`src/rtl/nvram_upload.sv`:
```
// nvram_upload: serves core byte RAM to hps_io over the ioctl upload channel.
// Pauses the core, reads two bytes per request and returns them as one word.
module nvram_upload #(
  parameter logic [7:0] UPLOAD_INDEX = 8'd4,
  parameter int         RAM_AW       = 11,
  parameter int         RAM_LAT      = 1
) (
  input  logic              clk_sys,
  input  logic              reset_n,
  input  logic              ioctl_upload,
  input  logic [7:0]        ioctl_index,
  input  logic              ioctl_rd,
  input  logic [26:0]       ioctl_addr,
  output logic [15:0]       ioctl_din,
  output logic              ioctl_wait,
  output logic              pause_req,
  input  logic              pause_ack,
  output logic [RAM_AW-1:0] ram_addr,
  output logic              ram_rd,
  input  logic [7:0]        ram_dout,
  output logic              busy
);

  typedef enum logic [2:0] {
    S_IDLE,
    S_PAUSE,
    S_READY,
    S_RD_LO,
    S_WAIT_LO,
    S_RD_HI,
    S_WAIT_HI,
    S_OOR
  } state_e;

  state_e            state_q, state_d;
  logic              act_q, act_d;
  logic [RAM_AW-2:0] addr_q, addr_d;
  logic [7:0]        lo_q, lo_d;
  logic [15:0]       din_q, din_d;
  logic [1:0]        cnt_q, cnt_d;

  logic active;
  logic oor;
  logic lat_done;
  logic unused_addr0;

  assign active   = ioctl_upload &&
                    (ioctl_index == UPLOAD_INDEX);
  assign oor      = |ioctl_addr[26:RAM_AW];
  assign lat_done = (cnt_q == 2'(RAM_LAT - 1));
  assign unused_addr0 = ioctl_addr[0];

  // act_q resets high so an upload already running at reset release
  // must drop before a new session can start.
  always_ff @(posedge clk_sys or negedge reset_n) begin
    if (!reset_n) begin
      state_q <= S_IDLE;
      act_q   <= 1'b1;
      addr_q  <= '0;
      lo_q    <= '0;
      din_q   <= '0;
      cnt_q   <= '0;
    end else begin
      state_q <= state_d;
      act_q   <= act_d;
      addr_q  <= addr_d;
      lo_q    <= lo_d;
      din_q   <= din_d;
      cnt_q   <= cnt_d;
    end
  end

  always_comb begin
    state_d = state_q;
    act_d   = active;
    addr_d  = addr_q;
    lo_d    = lo_q;
    din_d   = din_q;
    cnt_d   = cnt_q;
    if (!active) begin
      state_d = S_IDLE;
    end else begin
      unique case (state_q)
        S_IDLE: begin
          if (!act_q) state_d = S_PAUSE;
        end
        S_PAUSE: begin
          if (pause_ack) state_d = S_READY;
        end
        S_READY: begin
          if (ioctl_rd) begin
            addr_d  = ioctl_addr[RAM_AW-1:1];
            state_d = oor ? S_OOR : S_RD_LO;
          end else if (!pause_ack) begin
            state_d = S_PAUSE;
          end
        end
        // read strobes hold until the core is frozen again
        S_RD_LO: begin
          if (pause_ack) begin
            cnt_d   = '0;
            state_d = S_WAIT_LO;
          end
        end
        S_WAIT_LO: begin
          if (lat_done) begin
            lo_d    = ram_dout;
            state_d = S_RD_HI;
          end else begin
            cnt_d = cnt_q + 2'd1;
          end
        end
        S_RD_HI: begin
          if (pause_ack) begin
            cnt_d   = '0;
            state_d = S_WAIT_HI;
          end
        end
        S_WAIT_HI: begin
          if (lat_done) begin
            din_d   = {ram_dout, lo_q};
            state_d = pause_ack ? S_READY : S_PAUSE;
          end else begin
            cnt_d = cnt_q + 2'd1;
          end
        end
        S_OOR: begin
          din_d   = 16'hFFFF;
          state_d = pause_ack ? S_READY : S_PAUSE;
        end
        default: state_d = S_IDLE;
      endcase
    end
  end

  always_comb begin
    busy       = (state_q != S_IDLE);
    pause_req  = busy;
    ioctl_wait = (state_q == S_PAUSE)   ||
                 (state_q == S_RD_LO)   ||
                 (state_q == S_WAIT_LO) ||
                 (state_q == S_RD_HI)   ||
                 (state_q == S_WAIT_HI) ||
                 (state_q == S_OOR);
    ram_rd     = ((state_q == S_RD_LO) ||
                  (state_q == S_RD_HI)) &&
                 pause_ack && active;
    ram_addr   = {addr_q, state_q == S_RD_HI};
    ioctl_din  = din_q;
  end

endmodule

```
`config.mk`:
```
export PLATFORM = sky130hd
export DESIGN_NAME = nvram_upload
export DESIGN_NICKNAME = d
export VERILOG_FILES = /design/src/rtl/nvram_upload.sv
export SDC_FILE = /design/constraint.sdc
export NUM_CORES = 1
export LEC_CHECK = 0
export ABC_AREA = 1
export ABC_CLOCK_PERIOD_IN_PS = 3450
export CAP_MARGIN = 20
export CORE_MARGIN = 1
export CORE_UTILIZATION = 47
export DETAILED_ROUTE_END_ITERATION = 6
export GPL_ROUTABILITY_DRIVEN = 0
export PLACE_DENSITY_LB_ADDON = 0.12
export SLEW_MARGIN = 20
export SYNTH_ARGS = -nofsm -noshare
export SYNTH_HDL_FRONTEND = slang
export SYNTH_SLANG_ARGS = --single-unit
```
`constraint.sdc`:
```
create_clock -name clk_sys -period 3.45 [get_ports clk_sys]
set_input_delay 0.5175 -clock clk_sys [delete_from_list [all_inputs] [get_ports clk_sys]]
set_output_delay 0.5175 -clock clk_sys [all_outputs]
set_load 0.005 [all_outputs]
```
==> metrics, run 1 <==
Top FF cell, synth dfrtp_1; initial antenna violation count 0; worst-skew pair later-pin latency 0.29 ns; Distinct cells, synth 24; Mapped Area 0.00206 mm^2; startpoint class of the critical path input port; TritonCTS clock tree done; crit end category primary output; Seq/Total Area, Yosys 48.5%; largest net degree at the start of global routing 41; internal power 0.755 mW; final period utilization 74.5%; clk_skew 0.00546 ns; Mapped Cells 268; endpoints failing hold 0; outcome complete, no violations; Pwr Density 320 mW/mm^2; Crit Reg-Reg Endpoint addr_q[0]$_DFFE_PN0P_; Worst-path clk slew 0.08 ns; Seq pwr share 49.7%; Crit path largest cell delay 0.50 ns; Final setup viols 0; Req. time, crit path 2.93 ns; Clk pwr share 42.3%; commonest cells after routing, fill and taps aside 104 x nand2_1, 76 x clkdlybuf4s50_1, 39 x dfrtp_1; Net Sw Frac 20.0%; Reg-to-Reg Start state_q[0]$_DFFE_PN0P_; routed wire length 4550 um; H-Tree Depth 2; Setup crit start ioctl_index[2]; GRT overflow 0; Gate power share 8.0%; first-pass GRT wire length 7490 um; drt drc 0; Initial Util 50.2%; P_leak 1.50 nW; port bufs 77; crit-path max FO 3; Post-synth EDFFs 0; ANT cells 0; crit path cell chain clkdlybuf4s50_1, nand2_1, nor2_1, nand2_1, nor2_1, clkdlybuf4s50_1; die width 68.3 um; slew margin rel. 41.9%; area grow syn2layout 42.8%; Psw 0.189 mW; Avg Inst Size Synth 7.70 um^2; hold_buf cts 0; type of the tightest min-delay check input port to async pin; Routed Antenna Nets 0; Synth Net Count 317; drt first pass iters 4; Root Driver clkbuf_8; CTS resizes 0; postcts setup bufs 0; Crit path arrival time 2.05 ns; number of max-cap violations 0; fraction of registers with async set/reset 100%; RSZ-0062 raised after global routing no; NumNets Final 392; gr usage total 21.8%; full die area 0.00466 mm^2; IO Count 79; FF-to-FF setup slack 1.64 ns; critical path class input port to primary output; filler cell count 345; Cell Rows 23; cts bufs inserted 5; Clock Tree Buf Depth 2; Die Span Y 68.3 um; layout cells sized above 1 9.30%; CP max-delay cell clkdlybuf4s50_1; core box area 0.00412 mm^2; R2R cell count 6; worst-margin pin slew 0.871 ns; TNS Setup 0 ns; total number of vias 1904; maximum VDD drop 405 uV; Final Slew Violations 0; WL per Instance 11.6 um; most common cell after layout, fill and taps aside nand2_1; Reg area 0.00100 mm^2; Yosys reg bits 40; synthesis warning total 0; Highest Clock Rate 0.389 GHz; slack of the critical path 0.881 ns; worst hold slack 0.340 ns; DP Wirelength 3350 um; pre-CTS setup slack 0.869 ns; vias in the first global route 1718; initial DRC count 149; clock tree sinks 40; fin crit period 2.57 ns; multi-input logic area 883 um^2; vias per inst 4.83
==> worst max-delay path: cells and delay by family <==
kind / cells / cell delay (ns)
and+or+nand+nor: 4 / 0.55
buffers and inverters: 2 / 0.98
==> per-stage QoR <==
step,utilization [%],cells,power (mW),instance area (um^2)
floorplan,-,268,0.491,2060
global placement,68.7,386,0.554,2830
detailed placement,68.7,386,0.555,2830
CTS,71.6,394,0.956,2950
global route,71.6,394,0.985,2950
finish,71.6,394,0.944,2950
==> layout make-up <==
cell class	instances	area share, %
Timing Repair Buffer	77	26.0
Sequential cell	40	34.0
Inverter	30	3.82
Multi-Input combinational cell	189	30.0
Clock buffer	6	2.80
Clock inverter	2	1.32
Tap cell	50	2.12
==> per-layer routing <==
metal	wire length (um)	vias up	GRT usage (%)	part of all wire, %
met5	0	-	0	0
met2	2130	62	35.9	47
met4	83	0	8.59	1.8
met3	328	7	5.67	7.2
met1	2010	851	26.9	44
li1	-	984	-	-
==> worst max path at each step <==
| stage | end | cells past startpoint |
|---|---|---|
| 2_1_floorplan | ram_rd | 5 |
| 3_3_place_gp | ram_rd | 6 |
| 3_5_place_dp | ram_rd | 6 |
| 4_1_cts | ram_rd | 6 |
| 5_1_grt | ram_rd | 7 |
| 6_report | ram_rd | 6 |
==> power groups by stage <==
stage | clock network (mW) | registers [mW] | logic, mW
floorplan | 0 | 0.478 | 0.0131
global placement | 0 | 0.478 | 0.0755
detailed placement | 0 | 0.478 | 0.0769
CTS | 0.411 | 0.469 | 0.0770
global route | 0.431 | 0.469 | 0.0847
finish | 0.400 | 0.469 | 0.0756
==> synth_stat cells (2+ instances only) <==
cell type | n | area [um^2]
nand2_1 | 104 | 390
o21ai_2 | 8 | 70.1
buf_4 | 2 | 15.0
nand4_1 | 4 | 25.0
buf_6 | 3 | 33.8
dfrtp_1 | 39 | 976
nor2_2 | 4 | 25.0
nand3_1 | 18 | 90.1
inv_1 | 27 | 101
clkbuf_1 | 2 | 7.51
nor2_1 | 22 | 82.6
nand2_2 | 3 | 18.8
nor2_4 | 2 | 22.5
buf_2 | 2 | 10.0
o21ai_0 | 17 | 85.1
inv_2 | 3 | 11.3
==> cells by family (layout without fill, tap and decap cells) <==
kind of cell    count (synthesis)  after routing  synth area share, %
flops                          40             40                 48.5
simple gates                  160            160                 33.6
compound gates                 28             28                 8.55
buf+inv                        39            115                 8.67
fa+ha+maj                       1              1                0.606
==> flip-flops by register name, summed over array words and instances (netlist names) <==
name,count
addr_q,10
act_q,1
ioctl_din,16
lo_q,8
cnt_q,2
state_q,3
Power figures use the tool's default switching activity.
==> inputs of run 2 (changes only) <==
--- a/config.mk
+++ b/config.mk
@@ -6,10 +6,10 @@
 export NUM_CORES = 1
 export LEC_CHECK = 0
 export ABC_AREA = 1
-export ABC_CLOCK_PERIOD_IN_PS = 3450
+export ABC_CLOCK_PERIOD_IN_PS = 2600
 export CAP_MARGIN = 20
 export CORE_MARGIN = 1
-export CORE_UTILIZATION = 47
+export CORE_UTILIZATION = 44
 export DETAILED_ROUTE_END_ITERATION = 6
 export GPL_ROUTABILITY_DRIVEN = 0
 export PLACE_DENSITY_LB_ADDON = 0.12
==> constraint.sdc (replaced) <==
create_clock -name clk_sys -period 2.6 [get_ports clk_sys]
set_input_delay 0.39 -clock clk_sys [delete_from_list [all_inputs] [get_ports clk_sys]]
set_output_delay 0.39 -clock clk_sys [all_outputs]
set_load 0.005 [all_outputs]
==> run 2 against run 1 <==
The flow now finishes with violations (design-rule violations). Sequential power rose by 33%. Final area rose by 0.76%. Global-route usage fell by 2.0 points. Die area rose by 6.6%. Combinational power rose by 34%. Critical path type unchanged. Cell count rose by 1.0%. Clock skew barely moved. First-iteration DRC count rose by 55%. Via count rose by 0.37%. Hold slack got worse by 0.13 ns. Critical endpoint unchanged. Routed wire length fell by 0.46%. Sequential share of layout area fell by 0.26 points.
==> metrics, run 2 (same netlist as run 1, synthesis figures left out) <==
drt drc 10; Net Sw Frac 19.2%; Psw 0.245 mW; Final Slew Violations 0; outcome finished with violations; Pwr Density 428 mW/mm^2; critical path class input port to primary output; initial antenna violation count 0; most common cell after layout, fill and taps aside nand2_1; Final setup viols 0; ANT cells 0; cts bufs inserted 5; vias in the first global route 1787; Root Driver clkbuf_8; crit-path max FO 3; full die area 0.00497 mm^2; hold_buf cts 0; Die Span Y 70.5 um; worst hold slack 0.214 ns; Crit path arrival time 1.91 ns; gr usage total 19.8%; final period utilization 88.6%; largest net degree at the start of global routing 41; crit end category primary output; startpoint class of the critical path input port; Cell Rows 24; Core Util, Final 66.8%; Placed Cells 390; IO Count 79; internal power 1.03 mW; filler cell count 394; Routed Antenna Nets 0; max FFs per register 16; total number of vias 1911; DP Wirelength 3310 um; slew margin rel. 42.0%; CP max-delay cell clkdlybuf4s50_1; TritonCTS clock tree done; drt first pass iters 6; WL per Instance 11.4 um; clock tree sinks 40; CTS resizes 0; NumNets Final 394; H-Tree Depth 2; Gate power share 7.9%; fin cells 398; GRT overflow 0; fin crit period 2.30 ns; vias per inst 4.80; worst-margin pin slew 0.869 ns; Initial Util 46.5%; endpoints failing hold 0; TNS Setup 0 ns; commonest cells after routing, fill and taps aside 104 x nand2_1, 76 x clkdlybuf4s50_1, 39 x dfrtp_1; Clock Tree Buf Depth 2; Seq pwr share 48.9%; initial DRC count 231; Highest Clock Rate 0.434 GHz; crit path cell chain clkdlybuf4s50_1, nor2_1, inv_1, nor2_2, nand2_1, nor2_1, clkdlybuf4s50_1; type of the tightest min-delay check input port to async pin; RSZ-0062 raised after global routing no; worst path bufs/invs 3; delay-heaviest family, CP buffers and inverters; die width 70.5 um; core box area 0.00444 mm^2; layout cells sized above 1 9.83%; postcts setup bufs 0; port bufs 77; number of max-cap violations 0; failing checks design-rule violations; Worst-path clk slew 0.08 ns; worst-skew pair later-pin latency 0.29 ns; area grow syn2layout 43.9%; clk_skew 0.00576 ns; Crit path largest cell delay 0.51 ns; overall power 1.27 mW; first-pass GRT wire length 7810 um; routed wire length 4530 um; Clk pwr share 43.1%; maximum VDD drop 384 uV; Req. time, crit path 2.21 ns; P_leak 1.51 nW
==> run 2: cell count changes in the layout (fill, tap and decap cells not counted), sizes merged <==
| cell | change |
|---|---|
| buf | +2 |
| clkinv | -1 |
| clkbuf | +1 |
==> run 2: through the flow <==
step,area [um^2],setup slack [ns]
after global routing,2970,0.184
after detailed placement,2840,0.290
after floorplan,2060,1.23
final,2970,0.297
after CTS,2970,0.286
after global placement,2840,0.316
==> run 2: layer usage <==
metal	part of all wire [%]	wire [um]	up-vias	GRT usage [%]
met1	46	2080	867	24.5
li1	-	-	987	-
met2	48	2170	53	35.0
met3	5.6	255	4	4.47
met4	0.60	27	0	4.76
met5	0	0	-	0
==> run 2: final timing paths <==
path / end / cells after the start / from / slack (ns)
min in group clk_sys: addr_q[5]$_DFFE_PN0P_ / 2 / addr_q[5]$_DFFE_PN0P_ / 0.47
max in group asynchronous: lo_q[1]$_DFFE_PN0P_ / 1 / reset_n / 1.84
min: state_q[0]$_DFFE_PN0P_ / 1 / reset_n / 0.21
min reg2reg: addr_q[5]$_DFFE_PN0P_ / 2 / addr_q[5]$_DFFE_PN0P_ / 0.47
max reg2reg: addr_q[3]$_DFFE_PN0P_ / 6 / state_q[0]$_DFFE_PN0P_ / 0.81
max: ram_rd / 7 / ioctl_index[1] / 0.30
==> run 2: worst register-to-register path, stage by stage (launching register included) <==
cell     delay [ns]
dfrtp_1        0.50
nor2_2         0.23
nand2_1        0.14
nor2_2         0.41
nand2_2        0.24
nand2_1        0.12
nand2_1        0.05
==> run 2: cell type report <==
cell class	count	area, um^2	share of cell area (%)
clock buffer	7	96.3	3.24
inverter	30	113	3.79
multi-input combinational	189	883	29.7
clock inverter	1	30.0	1.01
timing repair buffer	79	781	26.3
sequential	40	1000	33.7
tap	52	65.1	2.19
==> run 2: power by group through the flow <==
stage               combinational, mW  clock [mW]  sequential [mW]
detailed placement              0.102           0            0.635
global route                    0.113       0.582            0.622
global placement                0.102           0            0.635
finish                          0.101       0.549            0.622
CTS                             0.103       0.561            0.622
floorplan                      0.0174           0            0.635
